===== src/rtl/serial_subtractor.sv =====
// serial_subtractor: bit-serial a - b, LSB first, one full-subtractor cell with a registered borrow.
// Optional signed-overflow output enabled by defining SUB_OVERFLOW_EN.
module serial_subtractor #(
    parameter int WIDTH = 8
) (
    input  logic             clk,
    input  logic             rst_n,
    input  logic             start_i,
    input  logic [WIDTH-1:0] a_i,
    input  logic [WIDTH-1:0] b_i,
`ifdef SUB_OVERFLOW_EN
    output logic             overflow_o,
`endif
    output logic             busy_o,
    output logic             done_o,
    output logic [WIDTH-1:0] diff_o,
    output logic             borrow_o
);
    localparam int CW = $clog2(WIDTH);

    typedef enum logic [1:0] {IDLE, SHIFT, DONE} state_t;

    state_t           state_q, state_d;
    logic [WIDTH-1:0] sa_q, sa_d, sb_q, sb_d, sr_q, sr_d, diff_q, diff_d, sr_nx;
    logic [CW-1:0]    cnt_q, cnt_d;
    logic             br_q, br_d, borrow_q, borrow_d;
    logic             accept, shifting, last, d_bit, br_nx;

    assign shifting = state_q == SHIFT;
    assign accept   = start_i && !shifting;
    assign last     = shifting && cnt_q == CW'(WIDTH - 1);
    assign d_bit    = sa_q[0] ^ sb_q[0] ^ br_q;
    assign br_nx    = (~sa_q[0] & sb_q[0]) | (~(sa_q[0] ^ sb_q[0]) & br_q);
    assign sr_nx    = (sr_q >> 1) | {d_bit, {(WIDTH-1){1'b0}}};

    always_ff @(posedge clk or negedge rst_n) begin
        if (!rst_n) state_q <= IDLE;
        else        state_q <= state_d;
    end

    always_comb begin
        state_d = accept ? SHIFT : last ? DONE : (state_q == DONE) ? IDLE : state_q;
    end

    always_comb begin
        busy_o = state_q == SHIFT;
        done_o = state_q == DONE;
    end

    always_comb begin
        sa_d     = accept ? a_i : shifting ? sa_q >> 1 : sa_q;
        sb_d     = accept ? b_i : shifting ? sb_q >> 1 : sb_q;
        sr_d     = shifting ? sr_nx : sr_q;
        cnt_d    = accept ? '0 : shifting ? cnt_q + CW'(1) : cnt_q;
        br_d     = accept ? 1'b0 : shifting ? br_nx : br_q;
        diff_d   = last ? sr_nx : diff_q;
        borrow_d = last ? br_nx : borrow_q;
    end

    always_ff @(posedge clk or negedge rst_n) begin
        if (!rst_n) begin
            sa_q     <= '0;
            sb_q     <= '0;
            sr_q     <= '0;
            cnt_q    <= '0;
            br_q     <= 1'b0;
            diff_q   <= '0;
            borrow_q <= 1'b0;
        end else begin
            sa_q     <= sa_d;
            sb_q     <= sb_d;
            sr_q     <= sr_d;
            cnt_q    <= cnt_d;
            br_q     <= br_d;
            diff_q   <= diff_d;
            borrow_q <= borrow_d;
        end
    end

    assign diff_o   = diff_q;
    assign borrow_o = borrow_q;

`ifdef SUB_OVERFLOW_EN
    // Operand MSBs are shifted out early, so keep the signs for the final overflow test.
    logic am_q, am_d, bm_q, bm_d, ov_q, ov_d;

    always_comb begin
        am_d = accept ? a_i[WIDTH-1] : am_q;
        bm_d = accept ? b_i[WIDTH-1] : bm_q;
        ov_d = last ? (am_q != bm_q) && (d_bit != am_q) : ov_q;
    end

    always_ff @(posedge clk or negedge rst_n) begin
        if (!rst_n) begin
            am_q <= 1'b0;
            bm_q <= 1'b0;
            ov_q <= 1'b0;
        end else begin
            am_q <= am_d;
            bm_q <= bm_d;
            ov_q <= ov_d;
        end
    end

    assign overflow_o = ov_q;
`endif
endmodule


===== config.mk =====
export PLATFORM = sky130hd
export DESIGN_NAME = serial_subtractor
export DESIGN_NICKNAME = d
export VERILOG_FILES = /design/src/rtl/serial_subtractor.sv
export SDC_FILE = /design/constraint.sdc
export NUM_CORES = 1
export LEC_CHECK = 0
export BUFFER_PORTS_ARGS = -buffer_cell sky130_fd_sc_hd__buf_2
export CAP_MARGIN = 20
export CORE_MARGIN = 2
export CORE_UTILIZATION = 45
export CTS_CLUSTER_DIAMETER = 150
export CTS_CLUSTER_SIZE = 25
export DETAILED_ROUTE_END_ITERATION = 8
export GPL_TIMING_DRIVEN = 0
export PLACE_DENSITY = 0.81
export SYNTH_ARGS = -nofsm -noshare
export SYNTH_HDL_FRONTEND = slang
export SYNTH_SLANG_ARGS = --single-unit
export TNS_END_PERCENT = 20

===== constraint.sdc =====
create_clock -name clk -period 1.5 [get_ports clk]
set_clock_uncertainty 0.15 [all_clocks]
set_input_delay 0.075 -clock clk [delete_from_list [all_inputs] [get_ports clk]]
set_output_delay 0.075 -clock clk [all_outputs]
set_load 0.02 [all_outputs]

## Word level (Yosys, flattened, before mapping)

Cells that the tools add are included.
W data, S select, Z words.

| storage, ports and cells | value |
|---|---|
| register bits after elaboration | 39 |
| output and inout bits | 11 |

| cells by class | value |
|---|---|
| bitwise logic cells | 8 |
| eq/ne operators | 3 |
| reductions and logical operators | 5 |
| add/subtract/negate cells | 1 |
| multiplexer cells | 11 |

Operator list:

| kind | count |
|---|---|
| $mux W8 | 4 |
| $or A7 B8 Y8 | 1 |
| $mux W2 | 3 |
| $mux W3 | 2 |
| $add A3 B1 Y3 const B | 1 |
| $eq A3 B3 Y1 const B | 1 |
| $reduce_bool A3 Y1 | 1 |
| $and A1 B1 Y1 | 2 |
| $eq A2 B1 Y1 const B | 1 |
| $eq A2 B2 Y1 const B | 1 |
| $logic_and A1 B1 Y1 | 2 |
| $mux W1 | 2 |
| $not A1 Y1 | 2 |
| $reduce_bool A2 Y1 | 1 |
| $xor A1 B1 Y1 | 2 |
| $logic_not A1 Y1 | 1 |
| $or A1 B1 Y1 | 1 |

## Depth between registers and ports, before layout

| depth | value |
|---|---|
| depth after elaboration | 6 |
| depth in mapped cells | 5 |
| depth with buffers taken out | 4 |

## Worst setup path after synthesis

Ideal clock, no wire load.

| timing | value |
|---|---|
| kind | flip-flop to flip-flop |
| from | register cnt_q[0] |
| to | register diff_q[0] (netlist: diff_o[0]) |
| arrival | 1.359 ns |
| stages on the path, launching flop included | 6 |
| required time | 1.225 ns |
| buffers on the path | 1 |
| setup time | 0.125 ns |
| slack | -0.133 ns |
| path through | dfrtp_1 > ha_1 > ha_1 > nand3b_1 > buf_2 > mux2_2 |

| between the ends | value |
|---|---|
| longest elaborated chain between the ends | 2 |

RTL lines:

| item | RTL line | text |
|---|---|---|
| start: declaration | 25 | `logic [CW-1:0] cnt_q, cnt_d;` |
| start signal: assignment | 73 | `cnt_q <= cnt_d;` |
| $eq A3 B3 Y1 | 31 | `assign last = shifting && cnt_q == CW'(WIDTH - 1);` |
| $logic_and A1 B1 Y1 | 31 |  |
| end signal: assignment | 75 | `diff_q <= diff_d;` |
| end: declaration | 24 | `logic [WIDTH-1:0] sa_q, sa_d, sb_q, sb_d, sr_q, sr_d, diff_q, diff_d, sr_nx;` |

Every way passes these cells.
A chain may end at the register's enable or synchronous reset.

## Worst setup path after layout

| timing | value |
|---|---|
| from | register cnt_q[1] |
| to | register diff_q[7] (netlist: diff_o[7]) |

Same word-level chain as after synthesis.

==> results by stage <==
CTS:
- The clock passes through at most 2 buffers.
- Clock latency on the worst-skew pair, taken at its later pin, is 0.29 ns.
- The clock transition at the registers of the reported paths is roughly 0.07 ns.
- The tree is rooted in a sky130_fd_sc_hd__clkbuf_8.
- The level count of the clock H-tree is 2.
- The number of clock sinks seen by CTS is 38.
- TritonCTS created 5 clock buffers.
- The TritonCTS clock tree is yes.

Yosys:
- The distinct cell type count of the synthesized netlist is 15.
- The average cell area after synthesis is 16.0 um^2.
- The netlist area before placement is about 1800 um^2.
- Summing the sequential cell areas from Yosys gives between 50% and 60% of the chip area.
- The count of state elements after synthesis is 38.
- The post-synthesis net count is roughly 140.
- The Yosys step of the flow raised 0 warnings.
- Synthesis produced a netlist whose cell count is 114.

Min path:
- The sink of the worst hold path is sa_q[6].
- The count of cells along the worst hold path is 3.
- In this run the most critical hold path is launched from a_i[6].
- The worst hold path belongs to the class input pin to register.

Routing:
- The routed via count divided by cell count is around 4.8.
- In the routed design, unresolved DRC markers number 0.
- Dividing the detail-routed wire length by the instance count gives around 15 um.
- In this run, the number of DRC markers left after iteration 0 of detailed routing was 43.
- Detailed routing inserted a total of between 1000 and 1500 vias.
- The first TritonRoute pass finished after 5 iterations.
- The detail route stage leaves a number of antenna-violating nets equal to 0.
- The final layout contains routed wiring with a total length of between 3000 and 4000 um.

Final layout:
- The count of inserted antenna diode cells is 0.
- The share of post-route cells with drive strength above 1 is between 50% and 60%.
- The net count of the finished layout is around 190.
- The final-layout fill cell count is just over 300.
- The core occupancy in the finished layout is 58.3%.
- The area growth from synthesis to layout is 26.2%.

Die:
- The initial utilization of the core area, before any placement, comes to between 40% and 50%.
- The vertical extent of the die is 67.6 um.
- The full die area is ~4600 um^2.
- The number of placement rows is 23.
- The number of primary I/O pins is 30.
- The horizontal extent of the die is 67.6 um.
- The area of the core is about 3900 um^2.

GRT:
- The number of antenna violations at the first check in global routing is 0.
- The all-layer global routing usage is 16.3%.
- The global-route wire length before repair is ~5300 um.
- The number of global-route vias before repair came to ~1100.
- Entering global routing, the biggest net connects 39 pins.
- The remaining global-route overflow is 0.

Critical path:
- The worst setup path startpoint is cnt_q[1].
- Among all stages on the critical path, the largest delay is contributed by sky130_fd_sc_hd__dfrtp_1.
- Traced cell by cell, the critical path runs through ha_2, ha_4, nand3b_1, buf_6, mux2_2.
- The delay of the slowest critical-path stage is ~0.38 ns.
- The register-to-register setup slack is -0.1 ns.
- The critical path in this run is classified as register to register.
- The endpoint type of the worst setup path is a register.
- Measured in cells, the most critical reg-to-reg path has a length of 5.
- The worst register-to-register path ends at diff_o[7].
- The data arrival time of the worst path is ~1.6 ns.
- Along the worst path, the maximum fanout reaches 9.
- The launching point of the worst reg2reg path is cnt_q[1].
- Data on the critical path is required at its endpoint by ~1.5 ns.
- STA classifies the critical path startpoint as a register.

Power and ir drop:
- The total power draw is a little over 5 mW.
- The total power density per cell area is 2240 nW/um^2.
- The peak supply drop is 1.39 mV.
- Summed over all cells, the static leakage comes to roughly 1.1 nW.

STA:
- The count of final max-slew check failures is 0.
- Setup repair after global routing could not meet its margin everywhere.
- The slew at the pin with the worst max-slew slack is around 0.83 ns.
- The maximum achievable frequency is 627 MHz.
- Counting I/O delays and the setup requirement, the final critical path takes 1.60 ns.
- The final hold violation count is 0.
- The sum of negative setup slack is -0.777 ns.
- Across all hold checks on the routed design, the worst slack comes to roughly 0.0062 ns.
- In this run the tightest slew margin relative to its limit is around 45%.
- In the post-route analysis, the smallest setup slack over all paths is -0.0956 ns.
- The number of failing setup endpoints in the final timing report is 10.
- Dividing the final minimum period by the clock period gives 106%.

Placed design:
- Summed over all nets, the half-perimeter wirelength after detailed placement is about 2200 um.
- The port buffer count is 29.
- The congestion estimate from routability-driven global placement came to approximately 0.68.

Run status:
- The flow ran to the end, but the final reports show violations.
- The final reports fail on setup timing.

Run:
- The tool flagged a number of max-cap violations equal to 0.
-- layout by cell type (no fill, tap or decap) --
master,count
sky130_fd_sc_hd__buf_8,2
sky130_fd_sc_hd__ha_2,1
sky130_fd_sc_hd__nor2b_1,3
sky130_fd_sc_hd__nor2_1,2
sky130_fd_sc_hd__buf_2,28
sky130_fd_sc_hd__nand3b_1,1
sky130_fd_sc_hd__dfrtp_1,38
sky130_fd_sc_hd__clkinv_2,1
sky130_fd_sc_hd__mux2_4,30
sky130_fd_sc_hd__clkbuf_8,6
sky130_fd_sc_hd__mux2_2,15
sky130_fd_sc_hd__buf_6,5
sky130_fd_sc_hd__inv_1,3
sky130_fd_sc_hd__a21boi_0,1
sky130_fd_sc_hd__ha_4,1
sky130_fd_sc_hd__dlygate4sd3_1,12
sky130_fd_sc_hd__clkinvlp_4,2
sky130_fd_sc_hd__nand2b_1,5
sky130_fd_sc_hd__fa_1,1
sky130_fd_sc_hd__mux2i_1,5
sky130_fd_sc_hd__o21a_1,1
sky130_fd_sc_hd__buf_4,2
-- cell families (layout without fill, tap and decap cells) --
group           count (synthesis)  after routing  synth area share [%]
buf+inv                        10             61                  4.19
compound gates                  2              2                 0.824
simple gates                   11             11                  3.57
fa+ha+maj                       3              3                  2.47
mux                            50             50                  36.7
flops                          38             38                  52.2
-- cell type report --
type / count / area (um^2) / area share, %
Sequential cell: 38 / 951 / 41.4
Multi-Input combinational cell: 66 / 810 / 35.2
Timing Repair Buffer: 43 / 287 / 12.5
Clock buffer: 6 / 82.6 / 3.59
Buffer: 6 / 75.1 / 3.27
Tap cell: 50 / 62.6 / 2.72
Inverter: 4 / 18.8 / 0.817
Clock inverter: 2 / 12.5 / 0.544
-- layer usage --
metal	GRT usage, %	up-vias	part of all wire [%]
li1	-	493	-
met1	21.5	509	46
met2	25.0	23	47
met3	4.17	7	4.8
met4	7.65	0	2.6
met5	0	-	0
-- metrics by stage --
stage | instance area [um^2] | std cells | setup slack (ns)
finish | 2300 | 215 | -0.0956
global route | 2300 | 215 | -0.136
CTS | 2280 | 215 | -0.0780
detailed placement | 2040 | 193 | -0.111
global placement | 2040 | 193 | -0.0731
floorplan | 1830 | 114 | -0.0202
-- worst max-delay path, delay by kind of cell, from the launching register on --
kind,cells,cell delay [ns]
fa+ha+maj,2,0.37
buf+inv,1,0.15
flops,1,0.38
mux,1,0.34
simple gates,1,0.09
-- registers in the layout (all words and copies together), names as in the netlist --
| signal | flops |
|---|---|
| state_q | 2 |
| br_q | 1 |
| diff_o | 8 |
| sr_q | 7 |
| cnt_q | 3 |
| sa_q | 8 |
| borrow_o | 1 |
| sb_q | 8 |
-- worst max path at each step --
stage / end / slack [ns]
2_1_floorplan: diff_o[0] / -0.02
3_3_place_gp: diff_o[1] / -0.07
3_5_place_dp: diff_o[5] / -0.11
4_1_cts: diff_o[5] / -0.08
5_1_grt: diff_o[0] / -0.14
6_report: diff_o[7] / -0.1
-- what timing repair did --
action                     in CTS  in global routing
hold buffers                   12                  0
pin swaps                       0                  0
setup buffers                   2                  0
resized for setup               3                  3
setup endpoints to repair      11                 26
hold endpoints to repair       49                  0
-- power breakdown --
group	internal [mW]	switching, mW	total, mW
registers	1.51	0.287	1.79
clock network	0.369	0.352	0.721
logic	1.57	1.07	2.64
-- synthesized netlist by cell type (all sizes together) --
library cell  number  area [um^2]
a21boi             1         7.51
buf                6         61.3
dfrtp             38          951
fa                 1         20.0
ha                 2         25.0
inv                4         15.0
mux2              45          619
mux2i              5         50.1
nand2b             5         31.3
nand3b             1         7.51
nor2               2         7.51
nor2b              3         18.8
o21a               1         7.51
Power figures use the tool's default switching activity.
